===== src/rtl/mem_access_unit_if.sv =====
// Request, response and RAM-pin bundle for the load/store sequencer.
// No logic of its own; all timing comes from mem_access_unit.
// The unit takes the slave side; the execution unit and RAM take the master side.
interface mem_access_unit_if;
  logic        req_valid;
  logic        req_ready;
  logic [1:0]  req_op;
  logic [19:0] req_addr;
  logic [19:0] req_wdata;
  logic [19:0] ds_base;
  logic        rsp_valid;
  logic [19:0] rsp_data;
  logic        rsp_viol;
  logic [6:0]  mem_addr;
  logic [19:0] mem_wdata;
  logic        mem_readsig;
  logic        mem_writesig;
  logic        mem_control;
  logic [19:0] mem_rdata;
  logic [19:0] ma_count;
  logic        viol_flag;
  logic        viol_clear;

  modport master (
    output req_valid, req_op, req_addr, req_wdata, ds_base, mem_rdata, viol_clear,
    input  req_ready, rsp_valid, rsp_data, rsp_viol, mem_addr, mem_wdata,
           mem_readsig, mem_writesig, mem_control, ma_count, viol_flag
  );

  modport slave (
    input  req_valid, req_op, req_addr, req_wdata, ds_base, mem_rdata, viol_clear,
    output req_ready, rsp_valid, rsp_data, rsp_viol, mem_addr, mem_wdata,
           mem_readsig, mem_writesig, mem_control, ma_count, viol_flag
  );
endinterface


===== src/rtl/mem_access_unit.sv =====
// Load/store sequencer for the 64-word RAM: LDD/STD/LDI/STI with DS-relative, range-checked addressing.
// Latency from accept edge k to response: STD k+1, LDD k+2, STI k+3, LDI k+4, violation k or k+2.
// Takes one request at a time (req_ready only in IDLE); the one-cycle response pulse has no backpressure.
module mem_access_unit #(
  parameter int MEM_WORDS = 64
) (
  input  logic            clk,
  input  logic            rst,
  mem_access_unit_if.slave bus
);

  localparam logic [2:0] S_IDLE  = 3'd0;
  localparam logic [2:0] S_PRD   = 3'd1;
  localparam logic [2:0] S_PWAIT = 3'd2;
  localparam logic [2:0] S_RD    = 3'd3;
  localparam logic [2:0] S_RWAIT = 3'd4;
  localparam logic [2:0] S_WR    = 3'd5;
  localparam logic [2:0] S_DONE  = 3'd6;
  localparam logic [2:0] S_VIOL  = 3'd7;

  localparam logic [1:0]  OP_LDD = 2'b00;
  localparam logic [1:0]  OP_STD = 2'b01;
  localparam logic [19:0] LIMIT  = 20'(MEM_WORDS);
  localparam logic [19:0] MA_MAX = 20'hFFFFF;

  logic [2:0]  state, state_nxt;
  logic [6:0]  addr_q, addr_nxt;
  logic        store_q;
  logic [19:0] wdata_q;
  logic [19:0] ds_q;
  logic [19:0] rsp_data_q;
  logic [19:0] ma_q;
  logic        viol_q;
  logic [19:0] ea;
  logic [19:0] ptr;
  logic        accept;
  logic        strobe_rd;
  logic        strobe_wr;

  assign accept = bus.req_valid && (state == S_IDLE);
  assign ea     = bus.ds_base + bus.req_addr;
  assign ptr    = ds_q + bus.mem_rdata;

  // Strobes come from registered state only; reset kills them at once so an
  // aborted store never lands in the RAM at the reset edge.
  assign strobe_rd = !rst && ((state == S_PRD) || (state == S_RD));
  assign strobe_wr = !rst && (state == S_WR);

  // Next state and active address; violating addresses never reach addr_q as a strobe target.
  always_comb begin
    state_nxt = state;
    addr_nxt  = addr_q;
    case (state)
      S_IDLE: begin
        if (bus.req_valid) begin
          addr_nxt = ea[6:0];
          if (ea >= LIMIT)                state_nxt = S_VIOL;
          else if (bus.req_op == OP_LDD)  state_nxt = S_RD;
          else if (bus.req_op == OP_STD)  state_nxt = S_WR;
          else                            state_nxt = S_PRD;
        end
      end
      S_PRD:   state_nxt = S_PWAIT;
      S_PWAIT: begin
        if (ptr >= LIMIT) begin
          state_nxt = S_VIOL;
        end else begin
          addr_nxt  = ptr[6:0];
          state_nxt = store_q ? S_WR : S_RD;
        end
      end
      S_RD:    state_nxt = S_RWAIT;
      S_RWAIT: state_nxt = S_DONE;
      S_WR:    state_nxt = S_DONE;
      S_DONE:  state_nxt = S_IDLE;
      S_VIOL:  state_nxt = S_IDLE;
      default: state_nxt = S_IDLE;
    endcase
  end

  // State, address and request operands latched at accept.
  always_ff @(posedge clk) begin
    if (rst) begin
      state   <= S_IDLE;
      addr_q  <= '0;
      store_q <= 1'b0;
      wdata_q <= '0;
      ds_q    <= '0;
    end else begin
      state  <= state_nxt;
      addr_q <= addr_nxt;
      if (accept) begin
        store_q <= bus.req_op[0];
        wdata_q <= bus.req_wdata;
        ds_q    <= bus.ds_base;
      end
    end
  end

  // Response data is loaded only on entry to DONE/VIOL, so it holds between responses.
  always_ff @(posedge clk) begin
    if (rst) begin
      rsp_data_q <= '0;
    end else if ((state_nxt == S_DONE) || (state_nxt == S_VIOL)) begin
      rsp_data_q <= (state == S_RWAIT) ? bus.mem_rdata : 20'd0;
    end
  end

  // Saturating count of RAM strobe cycles.
  always_ff @(posedge clk) begin
    if (rst) begin
      ma_q <= '0;
    end else if ((strobe_rd || strobe_wr) && (ma_q != MA_MAX)) begin
      ma_q <= ma_q + 20'd1;
    end
  end

  // Sticky violation flag; a violation beats a simultaneous clear.
  always_ff @(posedge clk) begin
    if (rst) begin
      viol_q <= 1'b0;
    end else if (state == S_VIOL) begin
      viol_q <= 1'b1;
    end else if (bus.viol_clear) begin
      viol_q <= 1'b0;
    end
  end

  assign bus.req_ready    = (state == S_IDLE);
  assign bus.rsp_valid    = (state == S_DONE) || (state == S_VIOL);
  assign bus.rsp_viol     = (state == S_VIOL);
  assign bus.rsp_data     = rsp_data_q;
  assign bus.mem_readsig  = strobe_rd;
  assign bus.mem_writesig = strobe_wr;
  assign bus.mem_control  = strobe_rd || strobe_wr;
  assign bus.mem_addr     = (strobe_rd || strobe_wr) ? addr_q : 7'd0;
  assign bus.mem_wdata    = strobe_wr ? wdata_q : 20'd0;
  assign bus.ma_count     = ma_q;
  assign bus.viol_flag    = viol_q;

endmodule

===== src/flat_wrapper.sv =====
// flat-port wrapper written by rule: the top's interface ports become plain ports
module mem_access_unit_flat 
#(
  parameter int MEM_WORDS = 64
)
  (clk, rst, bus_req_valid, bus_req_op, bus_req_addr, bus_req_wdata, bus_ds_base, bus_mem_rdata, bus_viol_clear, bus_req_ready, bus_rsp_valid, bus_rsp_data, bus_rsp_viol, bus_mem_addr, bus_mem_wdata, bus_mem_readsig, bus_mem_writesig, bus_mem_control, bus_ma_count, bus_viol_flag);
  mem_access_unit_if bus_i ();
  input  logic clk;
  input  logic rst;
  input wire logic [$bits(bus_i.req_valid)-1:0] bus_req_valid;
  input wire logic [$bits(bus_i.req_op)-1:0] bus_req_op;
  input wire logic [$bits(bus_i.req_addr)-1:0] bus_req_addr;
  input wire logic [$bits(bus_i.req_wdata)-1:0] bus_req_wdata;
  input wire logic [$bits(bus_i.ds_base)-1:0] bus_ds_base;
  input wire logic [$bits(bus_i.mem_rdata)-1:0] bus_mem_rdata;
  input wire logic [$bits(bus_i.viol_clear)-1:0] bus_viol_clear;
  output wire logic [$bits(bus_i.req_ready)-1:0] bus_req_ready;
  output wire logic [$bits(bus_i.rsp_valid)-1:0] bus_rsp_valid;
  output wire logic [$bits(bus_i.rsp_data)-1:0] bus_rsp_data;
  output wire logic [$bits(bus_i.rsp_viol)-1:0] bus_rsp_viol;
  output wire logic [$bits(bus_i.mem_addr)-1:0] bus_mem_addr;
  output wire logic [$bits(bus_i.mem_wdata)-1:0] bus_mem_wdata;
  output wire logic [$bits(bus_i.mem_readsig)-1:0] bus_mem_readsig;
  output wire logic [$bits(bus_i.mem_writesig)-1:0] bus_mem_writesig;
  output wire logic [$bits(bus_i.mem_control)-1:0] bus_mem_control;
  output wire logic [$bits(bus_i.ma_count)-1:0] bus_ma_count;
  output wire logic [$bits(bus_i.viol_flag)-1:0] bus_viol_flag;
  assign bus_i.req_valid = bus_req_valid;
  assign bus_i.req_op = bus_req_op;
  assign bus_i.req_addr = bus_req_addr;
  assign bus_i.req_wdata = bus_req_wdata;
  assign bus_i.ds_base = bus_ds_base;
  assign bus_i.mem_rdata = bus_mem_rdata;
  assign bus_i.viol_clear = bus_viol_clear;
  assign bus_req_ready = bus_i.req_ready;
  assign bus_rsp_valid = bus_i.rsp_valid;
  assign bus_rsp_data = bus_i.rsp_data;
  assign bus_rsp_viol = bus_i.rsp_viol;
  assign bus_mem_addr = bus_i.mem_addr;
  assign bus_mem_wdata = bus_i.mem_wdata;
  assign bus_mem_readsig = bus_i.mem_readsig;
  assign bus_mem_writesig = bus_i.mem_writesig;
  assign bus_mem_control = bus_i.mem_control;
  assign bus_ma_count = bus_i.ma_count;
  assign bus_viol_flag = bus_i.viol_flag;
  mem_access_unit #(.MEM_WORDS(MEM_WORDS)) u_core (.clk(clk), .rst(rst), .bus(bus_i));
endmodule

===== config.mk =====
export PLATFORM = sky130hd
export DESIGN_NAME = mem_access_unit_flat
export DESIGN_NICKNAME = d
export VERILOG_FILES = /design/src/rtl/mem_access_unit_if.sv /design/src/rtl/mem_access_unit.sv /design/src/flat_wrapper.sv
export SDC_FILE = /design/constraint.sdc
export NUM_CORES = 1
export LEC_CHECK = 0
export BUFFER_PORTS_ARGS = -buffer_cell sky130_fd_sc_hd__buf_2
export CORE_MARGIN = 2
export CORE_UTILIZATION = 48
export CTS_CLUSTER_SIZE = 25
export DETAILED_ROUTE_END_ITERATION = 8
export GPL_TIMING_DRIVEN = 0
export HOLD_SLACK_MARGIN = 0.12
export PLACE_DENSITY = 0.82
export SYNTH_ARGS = -nofsm -noshare
export SYNTH_HDL_FRONTEND = slang
export SYNTH_SLANG_ARGS = --single-unit

===== constraint.sdc =====
create_clock -name clk -period 3.3 [get_ports clk]
set_input_delay 0.33 -clock clk [delete_from_list [all_inputs] [get_ports clk]]
set_output_delay 0.33 -clock clk [all_outputs]
set_load 0.02 [all_outputs]

==> results of run 1 <==
[state kept, by name (all words and copies together) (netlist names)]
| register | count |
|---|---|
| u_core.state | 3 |
| u_core.wdata_q | 20 |
| u_core.bus.rsp_data | 20 |
| u_core.bus.ma_count | 20 |
| u_core.store_q | 1 |
| u_core.addr_q | 7 |
| u_core.bus.viol_flag | 1 |
| u_core.ds_q | 20 |
[final cells by class]
| cell class | instances | share of cell area [%] |
|---|---|---|
| clock buffers | 11 | 3.32 |
| flip-flops and latches | 92 | 24.2 |
| multi-input cells | 643 | 53.5 |
| plain buffers | 36 | 2.24 |
| clock inverters | 5 | 0.855 |
| repair buffers | 175 | 12.1 |
| inverters | 19 | 0.937 |
| well taps | 168 | 2.76 |
[routing by layer]
| metal | up-vias | global-route usage [%] | wire, microns | share of wire, % |
|---|---|---|---|---|
| met5 | - | 0 | 0 | 0 |
| met3 | 33 | 4.06 | 1200 | 6.6 |
| met4 | 0 | 7.87 | 433 | 2.4 |
| li1 | 3164 | - | - | - |
| met2 | 225 | 43.6 | 8550 | 47 |
| met1 | 2964 | 36.0 | 8050 | 44 |
[critical path: stages, from the launching register on]
cell	delay [ps]
dfxtp_1	410
ha_1	260
buf_2	180
a21oi_4	220
o21ai_1	130
o21ai_0	250
o2111ai_1	190
nor4_2	330
o2111ai_2	190
buf_4	190
o311ai_4	310
a32oi_4	230
buf_6	200
o21ai_2	120
[where the power goes]
group | leakage [nW] | internal (W) | switching (W) | total [W]
logic | 2.45 | 0.000428 | 0.000672 | 0.00110
clock network | 0.150 | 0.000637 | 0.000471 | 0.00111
registers | 0.750 | 0.00120 | 0.0000620 | 0.00126
total | 3.35 | 0.00226 | 0.00120 | 0.00347
[synth_stat cells, drive strengths merged, types with 11 or more instances]
master / n / share of area (%)
a21oi: 108 / 9.1
and2: 30 / 3.2
clkbuf: 27 / 1.7
dfxtp: 92 / 31
ha: 39 / 8.2
inv: 19 / 1.2
nand2: 152 / 9.6
nand2b: 34 / 3.6
nand3: 12 / 1.1
nand4: 11 / 1.2
nor2: 49 / 3.1
o21ai: 47 / 4.0
xnor2: 15 / 2.2
xor2: 20 / 2.9
[placed cells by master (no fill, tap or decap), types with 11 or more instances in the layout]
master and n:
dfxtp_1 90, inv_1 19, nand3_1 11, a21oi_1 100, and2_1 30, ha_1 38, nand4_1 11, buf_2 164
xor2_1 20, nand2b_1 33, o21ai_0 24, buf_4 12, xnor2_1 15, nor2_1 48, nand2_1 152, o21ai_1 13
clkbuf_1 27
[stage by stage]
stage	setup slack, ps	hold slack, ps	cell area [sq um]	power (W)	cells
4_1_cts	5.40	206	7350	0.00337	1138
6_report	16.4	206	7610	0.00347	1149
3_3_place_gp	-182	438	6960	0.00222	1117
5_1_grt	-103	212	7610	0.00363	1149
3_5_place_dp	-238	442	6960	0.00223	1117
2_1_floorplan	199	432	5950	0.00195	790
[logic make-up (layout without fill, tap and decap cells)]
family                     count (synthesis)  count (layout)  share of synthesized area (%)
AOI/OAI and AO/OA                        231             231                           24.1
xor gates and xnor gates                  35              35                           5.15
DFF                                       92              92                           30.9
muxes                                      7               7                           1.22
adders and majority gates                 41              41                           8.87
buffers and inverters                     55             246                           3.76
and+or+nand+nor                          329             329                           26.0
[worst max path at each step]
stage	to	slack [ps]	cells past startpoint
finish	u_core.bus.rsp_data[1]	20	13
global route	u_core.addr_q[4]	-100	12
CTS	u_core.bus.rsp_data[0]	5	11
detailed placement	u_core.bus.rsp_data[7]	-240	14
global placement	u_core.bus.rsp_data[8]	-180	14
floorplan	u_core.addr_q[4]	200	13
[repair_timing]
action | 4_1_cts | 5_1_grt
endpoints found under the hold margin | 0 | 0
setup endpoints to repair | 23 | 32
pin swaps | 4 | 14
gates resized for setup | 11 | 42
gates cloned | 1 | 2
buffers inserted | 4 | 9
==> flow_metrics.env, run 1 <==
export IMPL_min_to="u_core.bus.rsp_data[10]"
export IMPL_antenna_found_initial=0
export IMPL_yosysSeqAreaShare_pct=30.9
export IMPL_ys_async_sr_fraction_pct=0
export IMPL_post_route_period_util_pct=99.5
export IMPL_relSlewSlack_pct=57.0
export IMPL_regArea_sq_um=1840
export IMPL_syn_num_nets=917
export IMPL_finClkSkew_ps=5.13
export IMPL_power_density_nw_per_um2=455
export IMPL_rows=40
export IMPL_avgRoutedWirePerCell_microns=15.9
export IMPL_min_from="bus_mem_rdata[10]"
export IMPL_ys_seq_elements=92
export IMPL_r2r_end="u_core.bus.rsp_data[1]"
export IMPL_finalHoldViolations=0
export IMPL_die_w_microns=115
export IMPL_cts_root_buf="clkbuf_16"
export IMPL_rsz0062_at_grt="yes"
export IMPL_timing_fmax_mhz=305
export IMPL_io_buffer_count=159
export IMPL_r2r_slack_ps=20
export IMPL_hold_class="in -> reg"
export IMPL_tightestPinTransition_ps=645
export IMPL_vias=6386
export IMPL_yosysWarnings=0
export IMPL_drt_pass1_iter_count=7
export IMPL_finalSetupViolCount=0
export IMPL_synth_area_per_cell_sq_um=7.54
export IMPL_clk_pin_slew_worst_paths_ps=70
export IMPL_syn_inst=790
export IMPL_critPathMaxFanout=7
export IMPL_ctsHoldBuffers=0
export IMPL_route_detailed_drc=1
export IMPL_drt_iter0_markers=400
export IMPL_slew_violations=0
export IMPL_synth_ff_type="dfxtp_1"
export IMPL_hpwl_microns=13400
export IMPL_p_leak_nw=3.35
export IMPL_initial_core_util_pct=49.4
export IMPL_cts_tree="done"
export IMPL_grt_pass1_vias=5724
export IMPL_ios=160
export IMPL_synth_edf_count=0
export IMPL_core_sq_um=12100
export IMPL_worstSetupPathType="reg -> reg"
export IMPL_synth_cell_type_count=59
export IMPL_nets=1103
export IMPL_antennaDiodeCount=0
export IMPL_grt_start_max_net_pins=17
export IMPL_r2r_start="u_core.ds_q[12]"
export IMPL_gp_congestion=0.935
export IMPL_areaGrowthSynthToFinish_pct=27.9
export IMPL_drtAntennaViolNets=0
export IMPL_status="complete, but fails checks"
export IMPL_hold_depth=3
export IMPL_grt_overflow_total=0
export IMPL_fin_util_pct=63.1
export IMPL_viasPerCell=5.56
export IMPL_min_period_ps=3280
export IMPL_die_height_microns=115
export IMPL_grt_pass1_wl_microns=28000
export IMPL_insertion_delay_ps=350
export IMPL_syn_cell_area_sq_um=5950
export IMPL_h_tree_depth=3
export IMPL_reg2reg_depth=13
export IMPL_vdd_drop_max_uv=217
export IMPL_clk_path_buf_depth=2
export IMPL_finalSetupTns_ps=0
export IMPL_multi_input_area_sq_um=4080
export IMPL_worstSetupStartpointType="flop"
export IMPL_numClockSinks=92
export IMPL_max_cap_violations=0
export IMPL_numCtsBuffers=9
export IMPL_required_ps=3580
export IMPL_die_area_sq_um=13300
export IMPL_worstSetupEndpointType="flop"
export IMPL_final_layout_size_suffix_gt1_share_pct=25.2
export IMPL_grt_util_all_layers_pct=26.5
export IMPL_n_fill_cell=1109
export IMPL_cp_arrival_ps=3570
export IMPL_violations="design-rule violations"
export IMPL_cp_startpoint="u_core.ds_q[12]"
export IMPL_wirelength_microns=18200
Note: power is estimated with default switching activity, not from simulation.
==> run 2, diff against run 1 <==
- PLACE_DENSITY: 0.82 -> 0.79
==> run 2 against run 1 <==
- the run now ends clean
- final cell count shrank 0.78%
- setup slack gained 77 ps
- non-clock buffer count shrank 8
- sequential share of layout area grew 0.30 points
- hold slack is essentially flat
- maximum frequency grew 2.4%
- routed wire length shrank 4.5%
- clock-buffer cell count shrank 2
- via count shrank 2.3%
- utilization shrank 0.78 points
- critical path depth is the same
- global-route usage shrank 1.1 points
- critical path type unchanged
==> flow_metrics.env, run 2 (synthesis gave the netlist of run 1 again) <==
export IMPL_status="finished clean"
export IMPL_timing_final_ws_setup_ps=93.7
export IMPL_antenna_found_initial=1
export IMPL_power_density_nw_per_um2=459
export IMPL_grt_start_max_net_pins=17
export IMPL_grt_util_all_layers_pct=25.5
export IMPL_critPathMaxFanout=5
export IMPL_relSlewSlack_pct=58.4
export IMPL_rows=40
export IMPL_vdd_drop_max_uv=336
export IMPL_route_detailed_drc=0
export IMPL_min_period_ps=3210
export IMPL_numClockSinks=92
export IMPL_drt_pass1_iter_count=5
export IMPL_wirelength_microns=17400
export IMPL_insertion_delay_ps=340
export IMPL_pre_cts_ws_ps=-351
export IMPL_drtAntennaViolNets=0
export IMPL_slew_violations=0
export IMPL_dpl_cell_count=1117
export IMPL_io_buffer_count=159
export IMPL_vias=6241
export IMPL_p_leak_nw=3.29
export IMPL_nets=1095
export IMPL_worstSetupEndpointType="flop"
export IMPL_finalSetupTns_ps=0
export IMPL_hold_class="in -> reg"
export IMPL_gp_congestion=0.971
export IMPL_timing_fmax_mhz=312
export IMPL_h_tree_depth=3
export IMPL_final_layout_size_suffix_gt1_share_pct=23.5
export IMPL_drt_iter0_markers=386
export IMPL_die_w_microns=115
export IMPL_cp_arrival_ps=3480
export IMPL_max_cap_violations=0
export IMPL_fin_cells=1140
export IMPL_required_ps=3570
export IMPL_grt_pass1_vias=5655
export IMPL_grt_overflow_total=0
export IMPL_viasPerCell=5.47
export IMPL_hpwl_microns=13200
export IMPL_finClkSkew_ps=8.18
export IMPL_post_route_period_util_pct=97.2
export IMPL_die_area_sq_um=13300
export IMPL_fin_util_pct=62.3
export IMPL_mostFrequentLayoutCell="buf_2"
export IMPL_grt_pass1_wl_microns=27000
export IMPL_ios=160
export IMPL_avgRoutedWirePerCell_microns=15.3
export IMPL_areaGrowthSynthToFinish_pct=26.3
export IMPL_finalSetupViolCount=0
export IMPL_worstSetupStartpointType="flop"
export IMPL_cts_tree="done"
export IMPL_tightestPinTransition_ps=625
export IMPL_clk_pin_slew_worst_paths_ps=70
export IMPL_antennaDiodeCount=0
export IMPL_mostFrequentLayoutCells="165 x buf_2, 152 x nand2_1, 102 x a21oi_1, 90 x dfxtp_1, 48 x nor2_1"
export IMPL_initial_core_util_pct=49.4
export IMPL_finalHoldViolations=0
export IMPL_ctsHoldBuffers=0
export IMPL_numCtsBuffers=9
export IMPL_die_height_microns=115
export IMPL_core_sq_um=12100
export IMPL_clk_path_buf_depth=2
export IMPL_worstSetupPathType="reg -> reg"
export IMPL_cts_root_buf="clkbuf_16"
## run 2: cell count changes in the layout (fill, tap and decap cells not counted), sizes merged
cell      before  now
clkinv         0    3
inv           21   19
clkbuf        40   36
buf          182  176
clkinvlp       2    1
bufinv         1    2
## run 2: layer usage
layer	track usage (%)	routed length [microns]	vias up
li1	-	-	3133
met4	5.70	191	0
met1	34.8	7700	2871
met2	42.7	8250	219
met3	3.53	1270	18
met5	0	0	-
## run 2: critical path, cell delays in order, from the launching register on
cell and delay (ps):
dfxtp_2 350, ha_4 130, inv_1 50, fa_2 330
nand2b_4 160, a21o_4 230, nand3_2 80, a21oi_1 80
or3_1 310, a2111o_1 520, o311ai_4 350, a32oi_4 230
buf_6 200, o21ai_1 130
## run 2: through the flow
step                      power, W  hold WS, ps  instance area (sq um)
final                      0.00345          205                   7520
after global routing       0.00361          222                   7520
after floorplan            0.00195          432                   5950
after detailed placement   0.00223          442                   6960
after CTS                  0.00341          206                   7400
after global placement     0.00222          437                   6960
## run 2: area by class of cell
| cell class | instances | area [sq um] |
|---|---|---|
| Fill cell | 1110 | 4540 |
| Clock inverter | 6 | 101 |
| Timing Repair Buffer | 167 | 863 |
| Tap cell | 168 | 210 |
| Buffer | 36 | 165 |
| Sequential cell | 92 | 1840 |
| Clock buffer | 9 | 225 |
| Multi-Input combinational cell | 643 | 4040 |
| Inverter | 19 | 71.3 |
## run 2: where the power goes
part           switching [W]  leakage, nW  internal [W]
Clock               0.000465        0.154      0.000669
Sequential         0.0000608        0.750       0.00120
Combinational       0.000647         2.39      0.000414
Total                0.00117         3.29       0.00228
## run 2: timing repair
action | in CTS | in global routing
pin swaps | 6 | 8
cloned | 2 | 0
hold endpoints to repair | 0 | 0
endpoints found under the setup margin | 27 | 28
gates resized for setup | 18 | 21
setup buffers | 3 | 3
## run 2: worst paths after layout
check                                        from                      to  slack (ps)  cells after the start
worst max-delay path               u_core.ds_q[0]  u_core.bus.rsp_data[8]          90                     13
worst min-delay path             bus_mem_rdata[9]  u_core.bus.rsp_data[9]         210                      3
worst max register to register     u_core.ds_q[0]  u_core.bus.rsp_data[8]          90                     13
worst min register to register  u_core.wdata_q[5]       u_core.wdata_q[5]         450                      2
==> run 3, diff against run 2 <==
- ABC_AREA: not set -> 1
- CORE_UTILIZATION: 48 -> 50
- PLACE_DENSITY: 0.79 -> not set
- PLACE_DENSITY_LB_ADDON: not set -> 0.25
- SLEW_MARGIN: not set -> 20
==> run 3 against run 2 <==
- synthesized cell count grew 42%
- setup slack better by 290 ps
- sequential power up 15%
- maximum frequency grew 9.8%
- utilization down 1.6 points
- critical endpoint is now u_core.bus.rsp_data[17]
==> flow_metrics.env, run 3 <==
export IMPL_status="finished clean"
export IMPL_initial_core_util_pct=51.1
export IMPL_finClkSkew_ps=8.88
export IMPL_syn_num_nets=1252
export IMPL_hold_class="in -> reg"
export IMPL_viasPerCell=5.00
export IMPL_grt_overflow_total=0
export IMPL_antenna_found_initial=1
export IMPL_grt_pass1_wl_microns=30600
export IMPL_clk_pin_slew_worst_paths_ps=70
export IMPL_r2r_end="u_core.bus.rsp_data[17]"
export IMPL_syn_cell_area_sq_um=6760
export IMPL_synth_top_area_share_pct=27.2
export IMPL_io_buffer_count=158
export IMPL_syn_inst=1125
export IMPL_ys_top_cells_by_area="dfxtp_1 27%, nand2_1 19%, inv_1 9.7%, nor2_1 7.3%, ha_1 7.2%"
export IMPL_ys_seq_elements=92
export IMPL_power_density_nw_per_um2=532
export IMPL_ctsHoldBuffers=0
export IMPL_post_dp_cell_area_sq_um=7770
export IMPL_insertion_delay_ps=360
export IMPL_worstSetupPathType="in -> reg"
export IMPL_dpl_cell_count=1459
export IMPL_hpwl_microns=15500
export IMPL_drtAntennaViolNets=0
export IMPL_min_from="bus_ds_base[0]"
export IMPL_wirelength_microns=19000
export IMPL_fin_area_sq_um=8050
export IMPL_h_tree_depth=3
export IMPL_r2r_slack_ps=430
export IMPL_vias=7382
export IMPL_cts_root_buf="clkbuf_16"
export IMPL_finalSetupTns_ps=0
export IMPL_yosysMostFrequentCell="nand2_1"
export IMPL_nets=1421
export IMPL_cp_startpoint="bus_ds_base[0]"
export IMPL_cts_setup_buffers=0
export IMPL_finalHoldViolations=0
export IMPL_final_layout_size_suffix_gt1_share_pct=17.0
export IMPL_cp_arrival_ps=3200
export IMPL_core_sq_um=13200
export IMPL_hold_depth=3
export IMPL_critPathMaxFanout=10
export IMPL_ys_async_sr_fraction_pct=0
export IMPL_post_route_period_util_pct=88.5
export IMPL_cpMaxStageDelayCell="fa_1"
export IMPL_avgRoutedWirePerCell_microns=12.9
export IMPL_mostFrequentLayoutCell="nand2_1"
export IMPL_slew_violations=0
export IMPL_yosysWarnings=0
export IMPL_areaGrowthSynthToFinish_pct=19.0
export IMPL_rsz0062_at_grt="no"
export IMPL_fin_util_pct=60.8
export IMPL_required_ps=3580
export IMPL_cpPeakStageDelay_ps=460
export IMPL_die_height_microns=120
export IMPL_clk_path_buf_depth=2
export IMPL_fin_cells=1476
export IMPL_synth_top_cells_by_count="348 x nand2_1, 175 x inv_1, 132 x nor2_1, 92 x dfxtp_1, 87 x a21oi_1"
export IMPL_drt_iter0_markers=404
export IMPL_tightestPinTransition_ps=669
export IMPL_numClockSinks=92
export IMPL_rows=42
export IMPL_path_delay_family="simple AND/OR/NAND/NOR gates"
export IMPL_numCtsBuffers=9
export IMPL_reg2reg_depth=22
export IMPL_grt_start_max_net_pins=16
export IMPL_die_area_sq_um=14500
export IMPL_drt_pass1_iter_count=5
export IMPL_worstSetupStartpointType="input port"
export IMPL_grt_util_all_layers_pct=26.3
export IMPL_synth_area_per_cell_sq_um=6.01
export IMPL_post_cts_resized=0
export IMPL_min_period_ps=2920
export IMPL_die_w_microns=120
export IMPL_p_leak_nw=4.21
export IMPL_synth_cell_type_count=40
export IMPL_timing_fmax_mhz=343
export IMPL_relSlewSlack_pct=55.2
export IMPL_ios=160
export IMPL_cp_cell_sequence="buf_2 > ha_1 > fa_1 > nand3_1 > nand3_1 > nand2_1 > nand2_1 > nand2_1 > nand3_1 > a21oi_1 > nand3_1 > nor2_1 > nand4_1 > nand2_1 > nand2_1 > buf_6 > nand4_1 > nand2_1 > nor2_1"
export IMPL_yosysTopAreaCell="dfxtp_1"
export IMPL_r2r_start="u_core.ds_q[0]"
export IMPL_mostFrequentLayoutCells="348 x nand2_1, 175 x inv_1, 159 x buf_2, 132 x nor2_1, 92 x dfxtp_1"
export IMPL_finalSetupViolCount=0
export IMPL_crit_buf_inv=2
export IMPL_gp_congestion=0.939
export IMPL_cts_tree="done"
export IMPL_min_to="u_core.ds_q[0]"
export IMPL_yosysSeqAreaShare_pct=27.2
export IMPL_worstSetupEndpointType="flop"
export IMPL_synth_ff_type="dfxtp_1"
export IMPL_synth_edf_count=0
export IMPL_max_cap_violations=0
export IMPL_route_detailed_drc=0
export IMPL_cp_common_cell="nand2_1"
export IMPL_grt_pass1_vias=6660
export IMPL_vdd_drop_max_uv=244
run 3: cell count changes in the layout (fill, tap and decap cells not counted), sizes merged, moves of 18 or more:
cell	previous run	this run
nor2	49	151
nand2	152	355
nand2b	34	0
nand3	12	54
and2	30	0
nand4	11	33
a21oi	108	89
xor2	20	2
inv	19	182
run 3: metal layers:
layer  GRT usage [%]  part of all wire [%]  vias up
met1            35.7                    47     3239
met4            10.3                   2.8        0
met3            2.97                   6.0       36
met2            42.8                    45      207
met5               0                     0        -
li1                -                     -     3900
run 3: worst min-delay path: cells and delay by family:
kind / cells / cell delay, ps
buffers and inverters: 1 / 110
AND/OR/NAND/NOR: 1 / 60
AO/OA/AOI/OAI: 1 / 50
run 3: cells by family (layout without fill, tap and decap cells):
group | count (synthesis) | in the layout | share of synthesized area, %
fa+ha+maj | 41 | 41 | 7.81
compound gates | 147 | 147 | 11.5
buf+inv | 206 | 380 | 11.9
simple gates | 630 | 630 | 40.4
xor+xnor | 9 | 9 | 1.17
flops | 92 | 92 | 27.2
other cells | 0 | 1 | 0
run 3: power breakdown:
group	internal [W]	switching (W)	total [W]
Sequential	0.00134	0.000113	0.00145
Clock	0.000514	0.000454	0.000968
Combinational	0.000653	0.00121	0.00187
Total	0.00250	0.00178	0.00428
run 3: area by class of cell:
type                            instances  area (sq um)
Fill cell                            1426          5200
Tap cell                              176           220
Antenna cell                            1          2.50
Buffer                                 25           125
Clock inverter                          5          37.5
Timing Repair Buffer                  158           791
Clock buffer                           11           233
Inverter                              181           679
Multi-Input combinational cell        827          4120
Sequential cell                        92          1840
run 3: worst max path at each step:
stage | slack (ps) | endpoint | cells after the start
finish | 380 | u_core.bus.rsp_data[17] | 19
global route | 120 | u_core.bus.rsp_data[12] | 22
CTS | 410 | u_core.bus.rsp_data[17] | 20
detailed placement | 60 | u_core.bus.rsp_data[15] | 20
global placement | 60 | u_core.bus.rsp_data[10] | 20
floorplan | 780 | u_core.bus.rsp_data[10] | 19
run 3: per-stage QoR:
stage	hold WS, ps	power, W	worst slack [ps]
2_1_floorplan	427	0.00284	779
3_3_place_gp	440	0.00329	59.6
3_5_place_dp	444	0.00332	63.0
4_1_cts	228	0.00429	415
5_1_grt	245	0.00462	117
6_report	233	0.00428	381
